**config.mk**
```make
export PLATFORM = sky130hd
export DESIGN_NAME = note_scheduler
export DESIGN_NICKNAME = d
export VERILOG_FILES = /design/src/rtl/note_scheduler.sv
export SDC_FILE = /design/constraint.sdc
export NUM_CORES = 1
export LEC_CHECK = 0
export ABC_AREA = 1
export CAP_MARGIN = 20
export CORE_MARGIN = 3
export CORE_UTILIZATION = 53
export DETAILED_ROUTE_END_ITERATION = 8
export PLACE_DENSITY = 0.76
export SLEW_MARGIN = 20
export SYNTH_ARGS = -nofsm -noshare
export SYNTH_HDL_FRONTEND = slang
export SYNTH_SLANG_ARGS = --single-unit
```
**constraint.sdc**
```tcl
create_clock -name clk -period 1.75 [get_ports clk]
set_clock_uncertainty 0.15 [all_clocks]
set_input_delay 0.4375 -clock clk [delete_from_list [all_inputs] [get_ports clk]]
set_output_delay 0.4375 -clock clk [all_outputs]
set_load 0.05 [all_outputs]
```
**src/rtl/note_scheduler.sv**
```systemverilog
// -----------------------------------------------------------------------------
// note_scheduler
//
// Walks a beat chart held in an external synchronous ROM, one chart step at a
// time. It drives the per-lane spawn levels that feed the top of each lane's
// shift register, and the shared scroll_tick that advances every lane. It also
// owns the start, pause and end-of-song sequencing.
//
// Ports:
//   clk          system clock
//   reset        synchronous, active-high reset
//   start        level; begins a song when idle or done, ignored while busy
//   pause        level; freezes playback while high (PLAY/DRAIN only)
//   pat_addr     chart ROM address (registered)
//   pat_data     ROM data, valid one cycle after pat_addr;
//                [NUM_LANES-1:0] lane notes, [NUM_LANES] end-of-chart flag
//   scroll_tick  one-clk pulse enabling lane shift
//   spawn        per-lane spawn level (registered)
//   step_idx     index of the step currently spawning (registered)
//   busy         high in FETCH/WAIT/PLAY/DRAIN (registered)
//   done         high in DONE (registered)
//
// Optional feature macro: NOTE_SCHEDULER_LOOP_EN
//   When defined, reaching an end row or the last chart step loops playback
//   back to step 0 with no gap. DRAIN/DONE are then reached only when row 0
//   is itself an end row.
//
// scroll_tick is a decode of the divider register gated by the live pause
// level. It cannot be registered without either firing one cycle into a
// pause or losing a tick on resume.
// -----------------------------------------------------------------------------
module note_scheduler #(
    parameter int NUM_LANES   = 4,
    parameter int TICK_DIV    = 416667,
    parameter int STEP_TICKS  = 10,
    parameter int BLOCK_TICKS = 5,
    parameter int PATTERN_LEN = 64,
    parameter int DRAIN_TICKS = 96,
    localparam int AW = (PATTERN_LEN > 1) ? $clog2(PATTERN_LEN) : 1
) (
    input  logic                 clk,
    input  logic                 reset,
    input  logic                 start,
    input  logic                 pause,
    output logic [AW-1:0]        pat_addr,
    input  logic [NUM_LANES:0]   pat_data,
    output logic                 scroll_tick,
    output logic [NUM_LANES-1:0] spawn,
    output logic [AW-1:0]        step_idx,
    output logic                 busy,
    output logic                 done
);

    localparam logic [2:0] ST_IDLE  = 3'd0;
    localparam logic [2:0] ST_FETCH = 3'd1;
    localparam logic [2:0] ST_WAIT  = 3'd2;
    localparam logic [2:0] ST_PLAY  = 3'd3;
    localparam logic [2:0] ST_DRAIN = 3'd4;
    localparam logic [2:0] ST_DONE  = 3'd5;

    localparam int DIV_W = (TICK_DIV > 1)    ? $clog2(TICK_DIV)    : 1;
    localparam int TIS_W = (STEP_TICKS > 1)  ? $clog2(STEP_TICKS)  : 1;
    localparam int DRN_W = (DRAIN_TICKS > 1) ? $clog2(DRAIN_TICKS) : 1;
    localparam int RW    = NUM_LANES + 1;

    localparam logic [DIV_W-1:0]     DIV_ZERO   = {DIV_W{1'b0}};
    localparam logic [DIV_W-1:0]     DIV_ONE    = DIV_W'(1);
    localparam logic [DIV_W-1:0]     DIV_LAST   = DIV_W'(TICK_DIV - 1);
    localparam logic [TIS_W-1:0]     TIS_ZERO   = {TIS_W{1'b0}};
    localparam logic [TIS_W-1:0]     TIS_ONE    = TIS_W'(1);
    localparam logic [TIS_W-1:0]     TIS_LAST   = TIS_W'(STEP_TICKS - 1);
    localparam logic [TIS_W-1:0]     TIS_BLOCK  = TIS_W'(BLOCK_TICKS);
    localparam logic [DRN_W-1:0]     DRN_ZERO   = {DRN_W{1'b0}};
    localparam logic [DRN_W-1:0]     DRN_ONE    = DRN_W'(1);
    localparam logic [DRN_W-1:0]     DRN_LAST   = DRN_W'(DRAIN_TICKS - 1);
    localparam logic [AW-1:0]        ADDR_ZERO  = {AW{1'b0}};
    localparam logic [AW-1:0]        ADDR_ONE   = AW'(1);
    localparam logic [AW-1:0]        IDX_LAST   = AW'(PATTERN_LEN - 1);
    localparam logic [RW-1:0]        ROW_ZERO   = {RW{1'b0}};
    localparam logic [RW-1:0]        END_ROW    = {1'b1, {NUM_LANES{1'b0}}};
    localparam logic [NUM_LANES-1:0] LANE_ZERO  = {NUM_LANES{1'b0}};

    // A chart row marks end of song through its top bit; lane bits are ignored.
    function automatic logic is_end_row(input logic [RW-1:0] row);
        return row[NUM_LANES];
    endfunction

    function automatic logic is_busy_state(input logic [2:0] st);
        logic result;
        case (st)
            ST_FETCH, ST_WAIT, ST_PLAY, ST_DRAIN: result = 1'b1;
            default:                              result = 1'b0;
        endcase
        return result;
    endfunction

    logic [2:0]           state_r,    state_s;
    logic [DIV_W-1:0]     div_r,      div_s;
    logic [TIS_W-1:0]     tis_r,      tis_s;
    logic [DRN_W-1:0]     drain_r,    drain_s;
    logic [RW-1:0]        row_r,      row_s;
    logic [RW-1:0]        next_row_r, next_row_s;
    logic [AW-1:0]        next_idx_r, next_idx_s;
    logic [AW-1:0]        addr_r,     addr_s;
    logic [AW-1:0]        idx_r,      idx_s;
    logic [NUM_LANES-1:0] spawn_r,    spawn_s;
    logic [1:0]           pipe_r,     pipe_s;
    logic                 busy_r,     busy_s;
    logic                 done_r,     done_s;
    logic                 tick_s;

    // Scroll tick: divider terminal count while running and not paused.
    always_comb begin
        if ((state_r == ST_PLAY || state_r == ST_DRAIN) && !pause && (div_r == DIV_LAST)) begin
            tick_s = 1'b1;
        end else begin
            tick_s = 1'b0;
        end
    end

    // Next-state and datapath update for the sequencer.
    // pipe_r tracks an in-flight ROM read: bit 0 while the address is being
    // presented, bit 1 in the cycle the ROM data is valid and gets captured.
    // The whole PLAY datapath, including that pipe, freezes under pause; the
    // ROM keeps returning the held address, so the capture is still valid on
    // resume.
    always_comb begin
        state_s    = state_r;
        div_s      = div_r;
        tis_s      = tis_r;
        drain_s    = drain_r;
        row_s      = row_r;
        next_row_s = next_row_r;
        next_idx_s = next_idx_r;
        addr_s     = addr_r;
        idx_s      = idx_r;
        spawn_s    = spawn_r;
        pipe_s     = pipe_r;
        case (state_r)
            ST_IDLE, ST_DONE: begin
                if (start) begin
                    state_s = ST_FETCH;
                    addr_s  = ADDR_ZERO;
                    pipe_s  = 2'b00;
                end else begin
                    state_s = state_r;
                end
            end
            ST_FETCH: begin
                state_s = ST_WAIT;
            end
            ST_WAIT: begin
                row_s      = pat_data;
                div_s      = DIV_ZERO;
                tis_s      = TIS_ZERO;
                drain_s    = DRN_ZERO;
                idx_s      = ADDR_ZERO;
                next_idx_s = ADDR_ZERO;
                next_row_s = ROW_ZERO;
                spawn_s    = LANE_ZERO;
                pipe_s     = 2'b00;
                if (is_end_row(pat_data)) begin
                    state_s = ST_DRAIN;
                end else begin
                    state_s = ST_PLAY;
                end
            end
            ST_PLAY: begin
                if (pause) begin
                    state_s = ST_PLAY;
                end else begin
                    // spawn follows the step counter with one cycle of lag
                    spawn_s = row_r[NUM_LANES-1:0] & {NUM_LANES{tis_r < TIS_BLOCK}};
                    pipe_s  = {pipe_r[0], 1'b0};

                    if (pipe_r[1]) begin
`ifdef NOTE_SCHEDULER_LOOP_EN
                        // An end row found past step 0 redirects the prefetch
                        // to row 0 so playback loops without a gap.
                        if (is_end_row(pat_data) && (addr_r != ADDR_ZERO)) begin
                            addr_s     = ADDR_ZERO;
                            next_idx_s = ADDR_ZERO;
                            pipe_s     = 2'b01;
                        end else begin
                            next_row_s = pat_data;
                        end
`else
                        next_row_s = pat_data;
`endif
                    end else begin
                        next_row_s = next_row_r;
                    end

                    if (tick_s) begin
                        div_s = DIV_ZERO;
                        if (tis_r == TIS_LAST) begin
                            tis_s = TIS_ZERO;
                            row_s = next_row_r;
                            idx_s = next_idx_r;
                            if (is_end_row(next_row_r)) begin
                                state_s = ST_DRAIN;
                                drain_s = DRN_ZERO;
                                spawn_s = LANE_ZERO;
                            end else begin
                                state_s = ST_PLAY;
                            end
                        end else begin
                            tis_s = tis_r + TIS_ONE;
                            // Prefetch the following row early in the step.
                            if (tis_r == TIS_ZERO) begin
                                if (idx_r == IDX_LAST) begin
`ifdef NOTE_SCHEDULER_LOOP_EN
                                    addr_s     = ADDR_ZERO;
                                    next_idx_s = ADDR_ZERO;
                                    pipe_s     = 2'b01;
`else
                                    // Chart ceiling: no read, the address never wraps.
                                    next_row_s = END_ROW;
                                    next_idx_s = idx_r;
`endif
                                end else begin
                                    addr_s     = idx_r + ADDR_ONE;
                                    next_idx_s = idx_r + ADDR_ONE;
                                    pipe_s     = 2'b01;
                                end
                            end else begin
                                addr_s = addr_r;
                            end
                        end
                    end else begin
                        div_s = div_r + DIV_ONE;
                    end
                end
            end
            ST_DRAIN: begin
                spawn_s = LANE_ZERO;
                if (tick_s) begin
                    div_s = DIV_ZERO;
                    if (drain_r == DRN_LAST) begin
                        state_s = ST_DONE;
                    end else begin
                        drain_s = drain_r + DRN_ONE;
                    end
                end else if (!pause) begin
                    div_s = div_r + DIV_ONE;
                end else begin
                    div_s = div_r;
                end
            end
            default: begin
                state_s = ST_IDLE;
            end
        endcase
    end

    // Status flags are derived from the next state so that they register
    // together with it.
    always_comb begin
        busy_s = is_busy_state(state_s);
        if (state_s == ST_DONE) begin
            done_s = 1'b1;
        end else begin
            done_s = 1'b0;
        end
    end

    // State and datapath registers with synchronous reset.
    always_ff @(posedge clk) begin
        if (reset) begin
            state_r    <= ST_IDLE;
            div_r      <= DIV_ZERO;
            tis_r      <= TIS_ZERO;
            drain_r    <= DRN_ZERO;
            row_r      <= ROW_ZERO;
            next_row_r <= ROW_ZERO;
            next_idx_r <= ADDR_ZERO;
            addr_r     <= ADDR_ZERO;
            idx_r      <= ADDR_ZERO;
            spawn_r    <= LANE_ZERO;
            pipe_r     <= 2'b00;
            busy_r     <= 1'b0;
            done_r     <= 1'b0;
        end else begin
            state_r    <= state_s;
            div_r      <= div_s;
            tis_r      <= tis_s;
            drain_r    <= drain_s;
            row_r      <= row_s;
            next_row_r <= next_row_s;
            next_idx_r <= next_idx_s;
            addr_r     <= addr_s;
            idx_r      <= idx_s;
            spawn_r    <= spawn_s;
            pipe_r     <= pipe_s;
            busy_r     <= busy_s;
            done_r     <= done_s;
        end
    end

    assign pat_addr    = addr_r;
    assign scroll_tick = tick_s;
    assign spawn       = spawn_r;
    assign step_idx    = idx_r;
    assign busy        = busy_r;
    assign done        = done_r;

endmodule
```
# ---- Word level (Yosys, flattened, before mapping)
# Cells that the tools add are included.
dict set report word_totals {
  output_inout_bits 19
  regBits 68
  wordCells 135
}
dict set report classes {
  mux 68
  n_bitwise 1
  eq_ne 25
  n_reduce_logical 23
  order_cmp 1
  addsub 4
}
# op count
set op_table {}
lappend op_table {{two-way mux 6 bit} 14}
lappend op_table {{two-way mux 19 bit} 4}
lappend op_table {{one-hot mux 19 bit (3 select lines)} 1}
lappend op_table {{two-way mux 7 bit} 6}
lappend op_table {{two-way mux 4 bit} 10}
lappend op_table {{one-hot mux 6 bit (2 select lines)} 3}
lappend op_table {{two-way mux 5 bit} 6}
lappend op_table {{two-way mux 3 bit} 8}
lappend op_table {{one-hot mux 4 bit (2 select lines)} 3}
lappend op_table {{one-hot mux 7 bit (3 select lines)} 1}
lappend op_table {{adder 19 x 1 -> 19 bit, second input constant} 1}
lappend op_table {{equality test 19 bit, second input constant} 1}
lappend op_table {{!= test 2 bit, second input constant} 8}
lappend op_table {{one-hot mux 3 bit (5 select lines)} 1}
lappend op_table {{AND reduction 7 bit} 2}
lappend op_table {{equality test 3 x 2 -> 1 bit, second input constant} 4}
lappend op_table {{equality test 3 bit, second input constant} 4}
lappend op_table {{two-way mux 2 bit} 6}
lappend op_table {{one-hot mux 5 bit (2 select lines)} 1}
lappend op_table {{AND reduction 3 bit} 3}
lappend op_table {{adder 7 x 1 -> 7 bit, second input constant} 1}
lappend op_table {{equality test 7 bit, second input constant} 1}
lappend op_table {{adder 6 x 1 -> 6 bit, second input constant} 1}
lappend op_table {{equality test 3 x 1 -> 1 bit, second input constant} 2}
lappend op_table {{21 further kinds} 30}

# ---- Depth between registers and ports, before layout
dict set report logic_depth {
  ltp_word 11
  ltp_mapped 14
  ltp_nobuf 13
}

# ---- Worst setup path after synthesis
# Ideal clock, no wire load.
dict set report synth_path {
  path_kind {reg2reg}
  start {reg idx_r[0] (netlist: step_idx[0])}
  end {reg addr_r[1] (netlist: pat_addr[1])}
  path_buffers 0
  t_arrival_ns 2.011
  period_less_slack_ns 2.293
  path_stages_with_launch 11
  setup_slack_ns -0.543
  cell_sequence {dfxtp_1 ha_1 nand3_1 nor2_1 nand2_1 nor2_1 nor2_1 nand3_2 inv_2 nand3_1 a21oi_1}
}
dict set report synth_via {
  elab_chain_len 7
}
# item line_no
set synth_rtl {}
lappend synth_rtl {{start: declaration} 105} ;# logic [AW-1:0] idx_r, idx_s;
lappend synth_rtl {{start signal: assignment} 292} ;# idx_r <= idx_s;
lappend synth_rtl {{adder 6 x 1 -> 6 bit} 222} ;# addr_s = idx_r + ADDR_ONE;
lappend synth_rtl {{two-way mux 6 bit} 211} ;# if (idx_r == IDX_LAST) begin
lappend synth_rtl {{two-way mux 6 bit} 210} ;# if (tis_r == TIS_ZERO) begin
lappend synth_rtl {{two-way mux 6 bit} 196} ;# if (tis_r == TIS_LAST) begin
lappend synth_rtl {{two-way mux 6 bit} 194} ;# if (tick_s) begin
lappend synth_rtl {{two-way mux 6 bit} 169} ;# if (pause) begin
lappend synth_rtl {{one-hot mux 6 bit (2 select lines)} 139} ;# case (state_r)
lappend synth_rtl {{end signal: assignment} 291} ;# addr_r <= addr_s;
lappend synth_rtl {{end: declaration} 104} ;# logic [AW-1:0] addr_r, addr_s;
# Several ways; a longest one is shown, not always the timed one. The select of a mux whose other input is x is not followed.
# A chain may end at the register's enable or synchronous reset.

# ---- Final worst setup path
dict set report layout_path {
  start {reg div_r[0]}
  end {out scroll_tick}
}
dict set report layout_via {
  elab_chain_len 3
}
# item line_no
set layout_rtl {}
lappend layout_rtl {{start: declaration} 98} ;# logic [DIV_W-1:0] div_r, div_s;
lappend layout_rtl {{start signal: assignment} 285} ;# div_r <= div_s;
lappend layout_rtl {{equality test 19 bit} 114} ;# if ((state_r == ST_PLAY || state_r == ST_DRAIN) && !pause && (div_r == DIV_LAST)) begin
lappend layout_rtl {{logical AND 1 bit} 114}
lappend layout_rtl {{two-way mux 1 bit} 114}
lappend layout_rtl {{end: declaration} 47} ;# output logic scroll_tick,
# No other way between the ends.

==> metrics.txt <==
pre-CTS setup slack -0.484 ns; layout cells sized above 1 32.3%; Slew Limit Headroom 61.8%; switching power 1540 uW; core area 0.00683 mm2; ANT cells 0; final hold slack 0.305 ns; Placed Instances 770; initial antenna violation count 0; final non-filler cell total 798; Layout area overhead 47.4%; crit share post-route 124%; crit path DAT 1.58 ns; top cells by count, synth 149 x nand2_1, 68 x dfxtp_1, 65 x nor2_1; post-route ant nets 0; mean routed wirelength per cell 14.9 um; total power per unit cell area 771 mW/mm2; drt total wl 11900 um; CTS max path bufs 2; Worst Setup Start Kind register; placed inst area 0.00504 mm2; Peak Freq 0.461 GHz; fin util 81.3%; mean area per synthesized cell 6.52 um2; LEAKAGE 0.00230 uW; Synth area leaders dfxtp_1 36%, nand2_1 15%, a21oi_1 8.5%; CTS buffer count 9; Crit. Startpoint div_r[0]; max-cap viol count 0; chip width 90.3 um; first-pass GRT wire length 18900 um; fin crit period 2.17 ns; port buffer count 27; required time of the critical path 1.16 ns; Worst Min Path Start next_idx_r[0]; status finished, violations left; sequential fraction of design power 39.3%; Rows 30; Syn Inst Count 578; async set or reset register ratio after synthesis 0%; routed vias 4377; All-Layer GR Usage 28.4%; Final Hold Fails 0; Synth cell types 35; critical path class register to primary output; predominant post-synthesis flop cell dfxtp_1; dpl hpwl 7940 um; fin nets 713; YS warnings 0; CTS root buffer clkbuf_8; vias per cell 5.48; worst r2r src div_r[0]; Post-route DRC 0; pin count of the biggest net entering global routing 48; clk_lat worst skew 0.36 ns; Mapped Nets 594; sequential share of the synthesized area 36.1%; clock-pin slew on the worst setup and hold paths 0.08 ns; leading area contributor after synthesis dfxtp_1; count leader, synth nand2_1; Starting DRT DRC Count 303; synthesized area 0.00377 mm2; total clock sinks 68; Pre-antenna DRT Iters 8; Final WS setup -0.421 ns; IO Count 28; Finish-stage setup viols 54; Critical Path Sink Type primary output; #FFs+latches synth 68; CTS tree done; Yosys top cell area share 36.1%; htree depth 3; Logic pwr share 32.9%; failing checks negative setup slack; Post-CTS Hold Buffers 0; Slew Limit Fails 0; vias in the first global route 4102; # fillers 459; min-delay worst type register to register; Clock power frac 27.8%; RSZ-0062 raised after global routing true; full die area 0.00816 mm2; GRT overflow 0; switch share 35.9%; RePlAce Congestion 0.969; critical path fanouts, max 2; Initial Utilization 55.2%; Peak VDD IR 0.503 mV; Pint 2750 uW; die height 90.3 um; Slew @ Worst Pin 0.572 ns; cell area after layout 0.00556 mm2; EDFF count, synth 0
-- registers in the layout, summed over array words and instances (netlist names), 3 cells and up --
register	count
div_r	19
drain_r	7
next_idx_r	6
pat_addr	6
step_idx	6
next_row_r	5
row_r	4
spawn	4
tis_r	4
state_r	3
-- cell type report --
class	count	area [um2]	share of cell area (%)
tap	96	120	2.16
sequential	68	1380	24.9
clock inverter	7	52.6	0.946
inverter	65	263	4.73
clock buffer	9	124	2.23
timing repair buffer	126	1270	22.9
multi-input combinational	427	2340	42.1
-- kinds of logic after synthesis --
kind of cell | Yosys count | share of synthesized area (%)
XOR/XNOR | 5 | 1.16
adder cells (fa/ha/maj) | 7 | 2.32
AO/OA/AOI/OAI | 114 | 16.0
flip-flops | 68 | 36.1
AND/OR/NAND/NOR | 301 | 35.7
buffers and inverters | 83 | 8.70
-- critical path: stages, from the launching register on --
cell	delay, ns
dfxtp_2	0.33
inv_2	0.07
ha_4	0.14
nand2_4	0.06
nor2_4	0.09
nand3_2	0.09
nor2_4	0.14
nand2_4	0.08
clkinvlp_4	0.09
buf_12	0.13
-- power by group through the flow --
stage          sequential [uW]  clock (uW)  combinational, uW
2_1_floorplan             1740           0                586
3_3_place_gp              1700           0               1150
3_5_place_dp              1700           0               1190
4_1_cts                   1680        1210               1300
5_1_grt                   1690        1260               1500
6_report                  1680        1190               1410
-- per-layer routing --
layer  global-route usage, %  wire length [um]
met1                    34.6              4880
met2                    47.5              5870
met3                    5.42               768
met4                    14.5               367
met5                       0                 0
-- layout by cell type, fill, tap and decap left out, types with 7 or more instances in the layout --
master / count
clkbuf_8: 9
nor2_1: 51
a21oi_1: 58
buf_6: 7
nand2_1: 137
nand4_1: 13
dfxtp_1: 58
inv_1: 53
o21ai_0: 24
nand3_2: 10
nor3_1: 14
nor2_4: 8
inv_2: 7
buf_4: 88
nand2_2: 11
nor2_2: 15
buf_12: 23
nand3_1: 27
o21ai_1: 11
-- what timing repair did --
| item | 4_1_cts | 5_1_grt |
|---|---|---|
| pin swaps | 9 | 10 |
| setup endpoints to repair | 52 | 69 |
| resized for setup | 39 | 43 |
| buffers inserted | 9 | 3 |
| endpoints found under the hold margin | 0 | 0 |
-- metrics by stage --
stage                     setup TNS, ns  total power (uW)
after floorplan                  -0.157              2330
after global placement           -21.85              2850
after detailed placement         -24.00              2890
after CTS                         -7.38              4190
after global routing             -15.61              4450
final                            -10.17              4280
-- path summary, 6_finish.rpt --
| path | cells past startpoint | to | slack (ns) |
|---|---|---|---|
| worst max-delay path | 9 | scroll_tick | -0.42 |
| worst min-delay path | 2 | next_idx_r[0] | 0.30 |
| worst max register to register | 14 | next_idx_r[3] | -0.33 |
| worst min register to register | 2 | next_idx_r[0] | 0.30 |
No activity file was read; power rests on OpenSTA's default activity.
